`src/rtl/flow_ctrl_if.sv`:
```
// EX-stage instruction, hazard and pipeline-control signals between the core datapath and flow_ctrl.
// The datapath side is master; flow_ctrl is slave.
interface flow_ctrl_if #(
    parameter int PC_W  = 16,
    parameter int CNT_W = 16
);
    logic             ex_valid;
    logic [3:0]       ex_opcode;
    logic [2:0]       ex_br_cond;
    logic [PC_W-1:0]  ex_target;
    logic             ex_set_flags;
    logic             alu_n;
    logic             alu_z;
    logic             alu_v;
    logic             id_ld_use;

    logic             pc_sel;
    logic [PC_W-1:0]  pc_target;
    logic             stall_pc;
    logic             stall_ifid;
    logic             flush_ifid;
    logic             bubble_idex;
    logic             flag_n;
    logic             flag_z;
    logic             flag_v;
    logic             halted;
    logic [CNT_W-1:0] br_taken_cnt;

    modport master (
        output ex_valid, ex_opcode, ex_br_cond, ex_target, ex_set_flags,
               alu_n, alu_z, alu_v, id_ld_use,
        input  pc_sel, pc_target, stall_pc, stall_ifid, flush_ifid, bubble_idex,
               flag_n, flag_z, flag_v, halted, br_taken_cnt
    );

    modport slave (
        input  ex_valid, ex_opcode, ex_br_cond, ex_target, ex_set_flags,
               alu_n, alu_z, alu_v, id_ld_use,
        output pc_sel, pc_target, stall_pc, stall_ifid, flush_ifid, bubble_idex,
               flag_n, flag_z, flag_v, halted, br_taken_cnt
    );
endinterface

```
`src/rtl/flow_ctrl.sv`:
```
// Branch resolution, N/Z/V flags, load-use stall and HLT drain for the 5-stage core; redirect/stall are 0-cycle combinational.
// No backpressure of its own: a taken branch overrides load-use stalls, and DRAIN/HALT freeze the front end.
module flow_ctrl #(
    parameter int PC_W         = 16,
    parameter int DRAIN_CYCLES = 2,
    parameter int CNT_W        = 16
) (
    input  logic       clk,
    input  logic       rst,
    flow_ctrl_if.slave fc
);
    localparam logic [3:0] OP_B   = 4'b1100;
    localparam logic [3:0] OP_HLT = 4'b1111;
    localparam int         DW     = (DRAIN_CYCLES > 1) ? $clog2(DRAIN_CYCLES) : 1;

    typedef enum logic [1:0] {RUN, DRAIN, HALT} state_t;

    state_t           state, next_state;
    logic [DW-1:0]    drain_cnt, next_drain;
    logic             flag_n_q, flag_z_q, flag_v_q;
    logic [CNT_W-1:0] cnt_q;
    logic             cond_true;
    logic             taken;

    always_ff @(posedge clk or posedge rst) begin
        if (rst) begin
            state     <= RUN;
            drain_cnt <= '0;
            flag_n_q  <= 1'b0;
            flag_z_q  <= 1'b0;
            flag_v_q  <= 1'b0;
            cnt_q     <= '0;
        end else begin
            state     <= next_state;
            drain_cnt <= next_drain;
            // Branches never write flags, even if the decoder leaves ex_set_flags up.
            if (state == RUN && fc.ex_valid && fc.ex_set_flags && fc.ex_opcode != OP_B) begin
                flag_n_q <= fc.alu_n;
                flag_z_q <= fc.alu_z;
                flag_v_q <= fc.alu_v;
            end
            if (taken && cnt_q != '1)
                cnt_q <= cnt_q + 1'b1;
        end
    end

    always_comb begin
        cond_true      = 1'b0;
        taken          = 1'b0;
        next_state     = state;
        next_drain     = drain_cnt;
        fc.pc_sel      = 1'b0;
        fc.stall_pc    = 1'b0;
        fc.stall_ifid  = 1'b0;
        fc.flush_ifid  = 1'b0;
        fc.bubble_idex = 1'b0;
        fc.halted      = 1'b0;

        case (fc.ex_br_cond)
            3'b000:  cond_true = !flag_z_q;
            3'b001:  cond_true = flag_z_q;
            3'b010:  cond_true = !flag_z_q && !flag_n_q;
            3'b011:  cond_true = flag_n_q;
            3'b100:  cond_true = !flag_n_q;
            3'b101:  cond_true = flag_n_q || flag_z_q;
            3'b110:  cond_true = flag_v_q;
            default: cond_true = 1'b1;
        endcase

        case (state)
            RUN: begin
                taken = fc.ex_valid && fc.ex_opcode == OP_B && cond_true;
                if (taken) begin
                    fc.pc_sel      = 1'b1;
                    fc.flush_ifid  = 1'b1;
                    fc.bubble_idex = 1'b1;
                end else if (fc.id_ld_use) begin
                    fc.stall_pc    = 1'b1;
                    fc.stall_ifid  = 1'b1;
                    fc.bubble_idex = 1'b1;
                end
                if (fc.ex_valid && fc.ex_opcode == OP_HLT) begin
                    next_state = DRAIN;
                    next_drain = DW'(DRAIN_CYCLES - 1);
                end
            end
            DRAIN: begin
                fc.stall_pc    = 1'b1;
                fc.flush_ifid  = 1'b1;
                fc.bubble_idex = 1'b1;
                if (drain_cnt == '0)
                    next_state = HALT;
                else
                    next_drain = drain_cnt - 1'b1;
            end
            default: begin
                fc.halted      = 1'b1;
                fc.stall_pc    = 1'b1;
                fc.flush_ifid  = 1'b1;
                fc.bubble_idex = 1'b1;
            end
        endcase
    end

    assign fc.pc_target    = fc.ex_target;
    assign fc.flag_n       = flag_n_q;
    assign fc.flag_z       = flag_z_q;
    assign fc.flag_v       = flag_v_q;
    assign fc.br_taken_cnt = cnt_q;
endmodule
```
`src/flat_wrapper.sv`:
```
// flat-port wrapper written by rule: the top's interface ports become plain ports
module flow_ctrl_flat 
#(
    parameter int PC_W         = 16,
    parameter int DRAIN_CYCLES = 2,
    parameter int CNT_W        = 16
)
  (clk, rst, fc_ex_valid, fc_ex_opcode, fc_ex_br_cond, fc_ex_target, fc_ex_set_flags, fc_alu_n, fc_alu_z, fc_alu_v, fc_id_ld_use, fc_pc_sel, fc_pc_target, fc_stall_pc, fc_stall_ifid, fc_flush_ifid, fc_bubble_idex, fc_flag_n, fc_flag_z, fc_flag_v, fc_halted, fc_br_taken_cnt);
  flow_ctrl_if #(.PC_W(PC_W), .CNT_W(CNT_W)) fc_i ();
  input  logic clk;
  input  logic rst;
  input wire logic [$bits(fc_i.ex_valid)-1:0] fc_ex_valid;
  input wire logic [$bits(fc_i.ex_opcode)-1:0] fc_ex_opcode;
  input wire logic [$bits(fc_i.ex_br_cond)-1:0] fc_ex_br_cond;
  input wire logic [$bits(fc_i.ex_target)-1:0] fc_ex_target;
  input wire logic [$bits(fc_i.ex_set_flags)-1:0] fc_ex_set_flags;
  input wire logic [$bits(fc_i.alu_n)-1:0] fc_alu_n;
  input wire logic [$bits(fc_i.alu_z)-1:0] fc_alu_z;
  input wire logic [$bits(fc_i.alu_v)-1:0] fc_alu_v;
  input wire logic [$bits(fc_i.id_ld_use)-1:0] fc_id_ld_use;
  output wire logic [$bits(fc_i.pc_sel)-1:0] fc_pc_sel;
  output wire logic [$bits(fc_i.pc_target)-1:0] fc_pc_target;
  output wire logic [$bits(fc_i.stall_pc)-1:0] fc_stall_pc;
  output wire logic [$bits(fc_i.stall_ifid)-1:0] fc_stall_ifid;
  output wire logic [$bits(fc_i.flush_ifid)-1:0] fc_flush_ifid;
  output wire logic [$bits(fc_i.bubble_idex)-1:0] fc_bubble_idex;
  output wire logic [$bits(fc_i.flag_n)-1:0] fc_flag_n;
  output wire logic [$bits(fc_i.flag_z)-1:0] fc_flag_z;
  output wire logic [$bits(fc_i.flag_v)-1:0] fc_flag_v;
  output wire logic [$bits(fc_i.halted)-1:0] fc_halted;
  output wire logic [$bits(fc_i.br_taken_cnt)-1:0] fc_br_taken_cnt;
  assign fc_i.ex_valid = fc_ex_valid;
  assign fc_i.ex_opcode = fc_ex_opcode;
  assign fc_i.ex_br_cond = fc_ex_br_cond;
  assign fc_i.ex_target = fc_ex_target;
  assign fc_i.ex_set_flags = fc_ex_set_flags;
  assign fc_i.alu_n = fc_alu_n;
  assign fc_i.alu_z = fc_alu_z;
  assign fc_i.alu_v = fc_alu_v;
  assign fc_i.id_ld_use = fc_id_ld_use;
  assign fc_pc_sel = fc_i.pc_sel;
  assign fc_pc_target = fc_i.pc_target;
  assign fc_stall_pc = fc_i.stall_pc;
  assign fc_stall_ifid = fc_i.stall_ifid;
  assign fc_flush_ifid = fc_i.flush_ifid;
  assign fc_bubble_idex = fc_i.bubble_idex;
  assign fc_flag_n = fc_i.flag_n;
  assign fc_flag_z = fc_i.flag_z;
  assign fc_flag_v = fc_i.flag_v;
  assign fc_halted = fc_i.halted;
  assign fc_br_taken_cnt = fc_i.br_taken_cnt;
  flow_ctrl #(.PC_W(PC_W), .DRAIN_CYCLES(DRAIN_CYCLES), .CNT_W(CNT_W)) u_core (.clk(clk), .rst(rst), .fc(fc_i));
endmodule
```
`config.mk`:
```
export PLATFORM = sky130hd
export DESIGN_NAME = flow_ctrl_flat
export DESIGN_NICKNAME = d
export VERILOG_FILES = /design/src/rtl/flow_ctrl_if.sv /design/src/rtl/flow_ctrl.sv /design/src/flat_wrapper.sv
export SDC_FILE = /design/constraint.sdc
export NUM_CORES = 1
export LEC_CHECK = 0
export CAP_MARGIN = 5
export CORE_ASPECT_RATIO = 1.5
export CORE_MARGIN = 2
export CORE_UTILIZATION = 40
export CTS_BUF_LIST = sky130_fd_sc_hd__clkbuf_8
export DETAILED_ROUTE_END_ITERATION = 10
export PLACE_DENSITY = 0.82
export SYNTH_ARGS = -nofsm -noshare
export SYNTH_HDL_FRONTEND = slang
export SYNTH_SLANG_ARGS = --single-unit
```
`constraint.sdc`:
```
create_clock -name clk -period 3.2 [get_ports clk]
set_clock_uncertainty 0.15 [all_clocks]
set_input_delay 0.64 -clock clk [delete_from_list [all_inputs] [get_ports clk]]
set_output_delay 0.64 -clock clk [all_outputs]
set_load 0.05 [all_outputs]
```
==> impl_metrics.toml, run 1 <==
[run_status]
status = "complete, no violations"

[routing]
dr.pass1.iters = 4
drc = 0
first_iter_violations = 22
avgViaCountPerCell = 5.44
ant_nets = 0
wire_per_inst_um = 14.8
vias = 1072
finalWirelength_um = 2910

[floorplan]
pin_count = 72
die_h_um = 73.5
die_w_um = 50.3
die-area_um2 = 3700
rows = 25
start_util_pct = 41.2
core_area_um2 = 3130

[timing]
rsz0062_at_grt = "false"
hold_violations = 0
setup_ws_ns = 0.0551
slew-limit-headroom_pct = 45.0
fin_crit_ns = 3.14
setup_violations = 0
worst_pin_slew_ns = 0.824
final.hold.worst_slack_ns = 0.366
max_freq_mhz = 318
slew_violations = 0
min_period_over_period_pct = 98.3

[cells_and_area]
final_layout_size_suffix_gt1_share_pct = 17.2
final_cell_mix = "clkdlybuf4s50_1 (29), dfrtp_1 (22), xnor2_1 (14)"
diodes = 0
fillers = 272
finalNetCount = 190
syn_to_final_growth_pct = 35.7
mostFrequentLayoutCell = "clkdlybuf4s50_1"

[place]
pre_cts_slack_ns = -0.229
hpwl_um = 2180
place.port_buffers = 39
gp_routability_congestion = 0.760

[pwr]
leakage_nw = 0.745
powerDensity_nw_per_um2 = 294
ir_drop_uv = 236

[worst_setup_path]
crit_family = "simple AND/OR/NAND/NOR gates"
cp_data_required_time_ns = 2.41
path_cells = "clkdlybuf4s50_1 -> or4_4 -> a311oi_4 -> a211oi_2 -> and2_4 -> buf_12"
end_kind = "output port"
path_buf_inv = 2
worstPathArrival_ns = 2.35
cp_max_fo = 3
crit_slowest_cell = "or4_4"
cp-start-kind = "primary input"
max_stage_delay_ns = 0.50
worstSetupPathType = "in -> out"

[global_routing]
use_met1_pct = 19.6
grt_use_total_pct = 17.3
grt_pass1_vias = 1133
use_met2_pct = 30.4
busiest_layer = "met2"
grt_overflow = 0
met3_usage_pct = 3.25
grt_pass1_wl_um = 5000
antenna_found_initial = 0
grt_start_max_net_pins = 23

[synth]
netlist_instances = 126
synthArstFlopShare_pct = 100
ys.flop_type = "dfrtp_1"
synth-edff-count = 0
synth.top_cell.area_share_pct = 42.8
netlist_area_um2 = 1290
yosysWarnings = 0
synth_nets = 158
synth-seq-cells = 22
synth_area_leaders = "dfrtp_1 (43%), xnor2_1 (9.5%), buf_4 (9.3%), nand4_1 (4.9%), mux2_2 (4.4%)"
synth.distinct_cells = 30
ys_seq_area_share_pct = 42.8
syn_avg_cell_area_um2 = 10.2
post-synth-top-area-cell = "dfrtp_1"

[clocking]
clock-root-buffer = "clkbuf_8"
clkTransAtPathRegs_ns = 0.08
cts_sinks = 22
clock_latency_ns = 0.27
h-tree-depth = 1
cts_made_buffers = 3
cts_buffer_depth = 2
cts_tree = "done"

[flow_run]
cap_viol_max_count = 0

[min_path]
hp-class = "reg -> reg"
==> area by class of cell <==
| cell class | instances | area, µm² | area share [%] |
|---|---|---|---|
| Clock buffer | 4 | 55.1 | 3.15 |
| Inverter | 7 | 26.3 | 1.50 |
| Multi-Input combinational cell | 78 | 583 | 33.4 |
| Sequential cell | 22 | 551 | 31.5 |
| Tap cell | 40 | 50.0 | 2.87 |
| Timing Repair Buffer | 46 | 482 | 27.6 |
==> stage by stage <==
| stage | cells | area [µm²] | power [mW] | TNS, ns | util, % |
|---|---|---|---|---|---|
| after CTS | 197 | 1750 | 0.518 | 0 | 55.8 |
| after detailed placement | 192 | 1670 | 0.320 | -0.585 | 53.5 |
| after global routing | 197 | 1750 | 0.534 | 0 | 55.8 |
| after floorplan | 126 | 1290 | 0.348 | 0 | - |
| final | 197 | 1750 | 0.514 | 0 | 55.8 |
| after global placement | 192 | 1670 | 0.319 | -0.439 | 53.5 |
==> Yosys cell counts, types with 3 or more instances <==
master and number:
xnor2_1 14, dfrtp_1 22, and3_1 7, nand2_1 3, nand4_1 10, a211oi_1 3, inv_1 7, and2_1 4
mux2_2 5, buf_4 16, nand3_1 8, o21ai_0 3, nor2_1 3, a31oi_1 3
==> layer usage <==
| layer | wire length, µm | part of all wire [%] | vias up |
|---|---|---|---|
| met5 | 0 | 0 | - |
| met4 | 77 | 2.6 | 0 |
| met3 | 130 | 4.5 | 13 |
| met2 | 1550 | 53 | 34 |
| met1 | 1150 | 39 | 531 |
| li1 | - | - | 494 |
==> flip-flops by register name, indices dropped and copies added (netlist names) <==
register,flops
u_core.fc.br_taken_cnt,16
u_core.fc.flag_v,1
u_core.state,2
u_core.fc.flag_z,1
u_core.drain_cnt,1
u_core.fc.flag_n,1
==> worst paths after layout <==
check	from	endpoint	slack, ns	cells past startpoint
setup / recovery	fc_ex_opcode[0]	fc_stall_ifid	0.06	6
hold / removal	u_core.fc.br_taken_cnt[8]$_DFFE_PP0P_	u_core.fc.br_taken_cnt[8]$_DFFE_PP0P_	0.37	1
setup reg to reg	u_core.fc.flag_n$_DFFE_PP0P_	u_core.fc.br_taken_cnt[1]$_DFFE_PP0P_	0.99	6
hold reg to reg	u_core.fc.br_taken_cnt[8]$_DFFE_PP0P_	u_core.fc.br_taken_cnt[8]$_DFFE_PP0P_	0.37	1
max in group asynchronous	rst	u_core.fc.br_taken_cnt[10]$_DFFE_PP0P_	1.70	2
min in group asynchronous	rst	u_core.fc.br_taken_cnt[1]$_DFFE_PP0P_	0.69	2
==> power breakdown <==
group	total [mW]	leakage (nW)	switching, mW	internal, mW
registers	0.278	0.302	0	0.278
clock network	0.201	0.0288	0.0912	0.110
logic	0.0348	0.414	0.0154	0.0194
total	0.514	0.745	0.107	0.407
==> cell families after synthesis <==
kind of cell,Yosys count,synth area share [%]
fa+ha+maj,1,0.972
buf+inv,26,12.8
xor+xnor,14,9.52
compound gates,13,8.16
mux,6,5.15
simple gates,44,20.6
flops,22,42.8
==> worst register-to-register path: stages, from the launching register on <==
cell and delay, ns:
dfrtp_1 0.42, nor4b_1 0.08, or4_4 0.43, a311oi_4 0.33, buf_4 0.27, nand2_1 0.12, mux2_2 0.30
==> repair_timing <==
action | CTS | global route
buffers inserted | 1 | 0
hold buffers | 0 | 0
resized for setup | 10 | 0
setup endpoints to repair | 4 | 0
No activity file was read; power rests on OpenSTA's default activity.
==> run 2: changes to the inputs <==
- SLEW_MARGIN: default -> 5
==> results of run 2 <==
No change in the layout: final DEF, timing and power equal those of run 1.
==> run 3: changes to the inputs <==
- SKIP_LAST_GASP: default -> 1
==> results of run 3 <==
No change in the layout: final DEF, timing and power equal those of run 1.
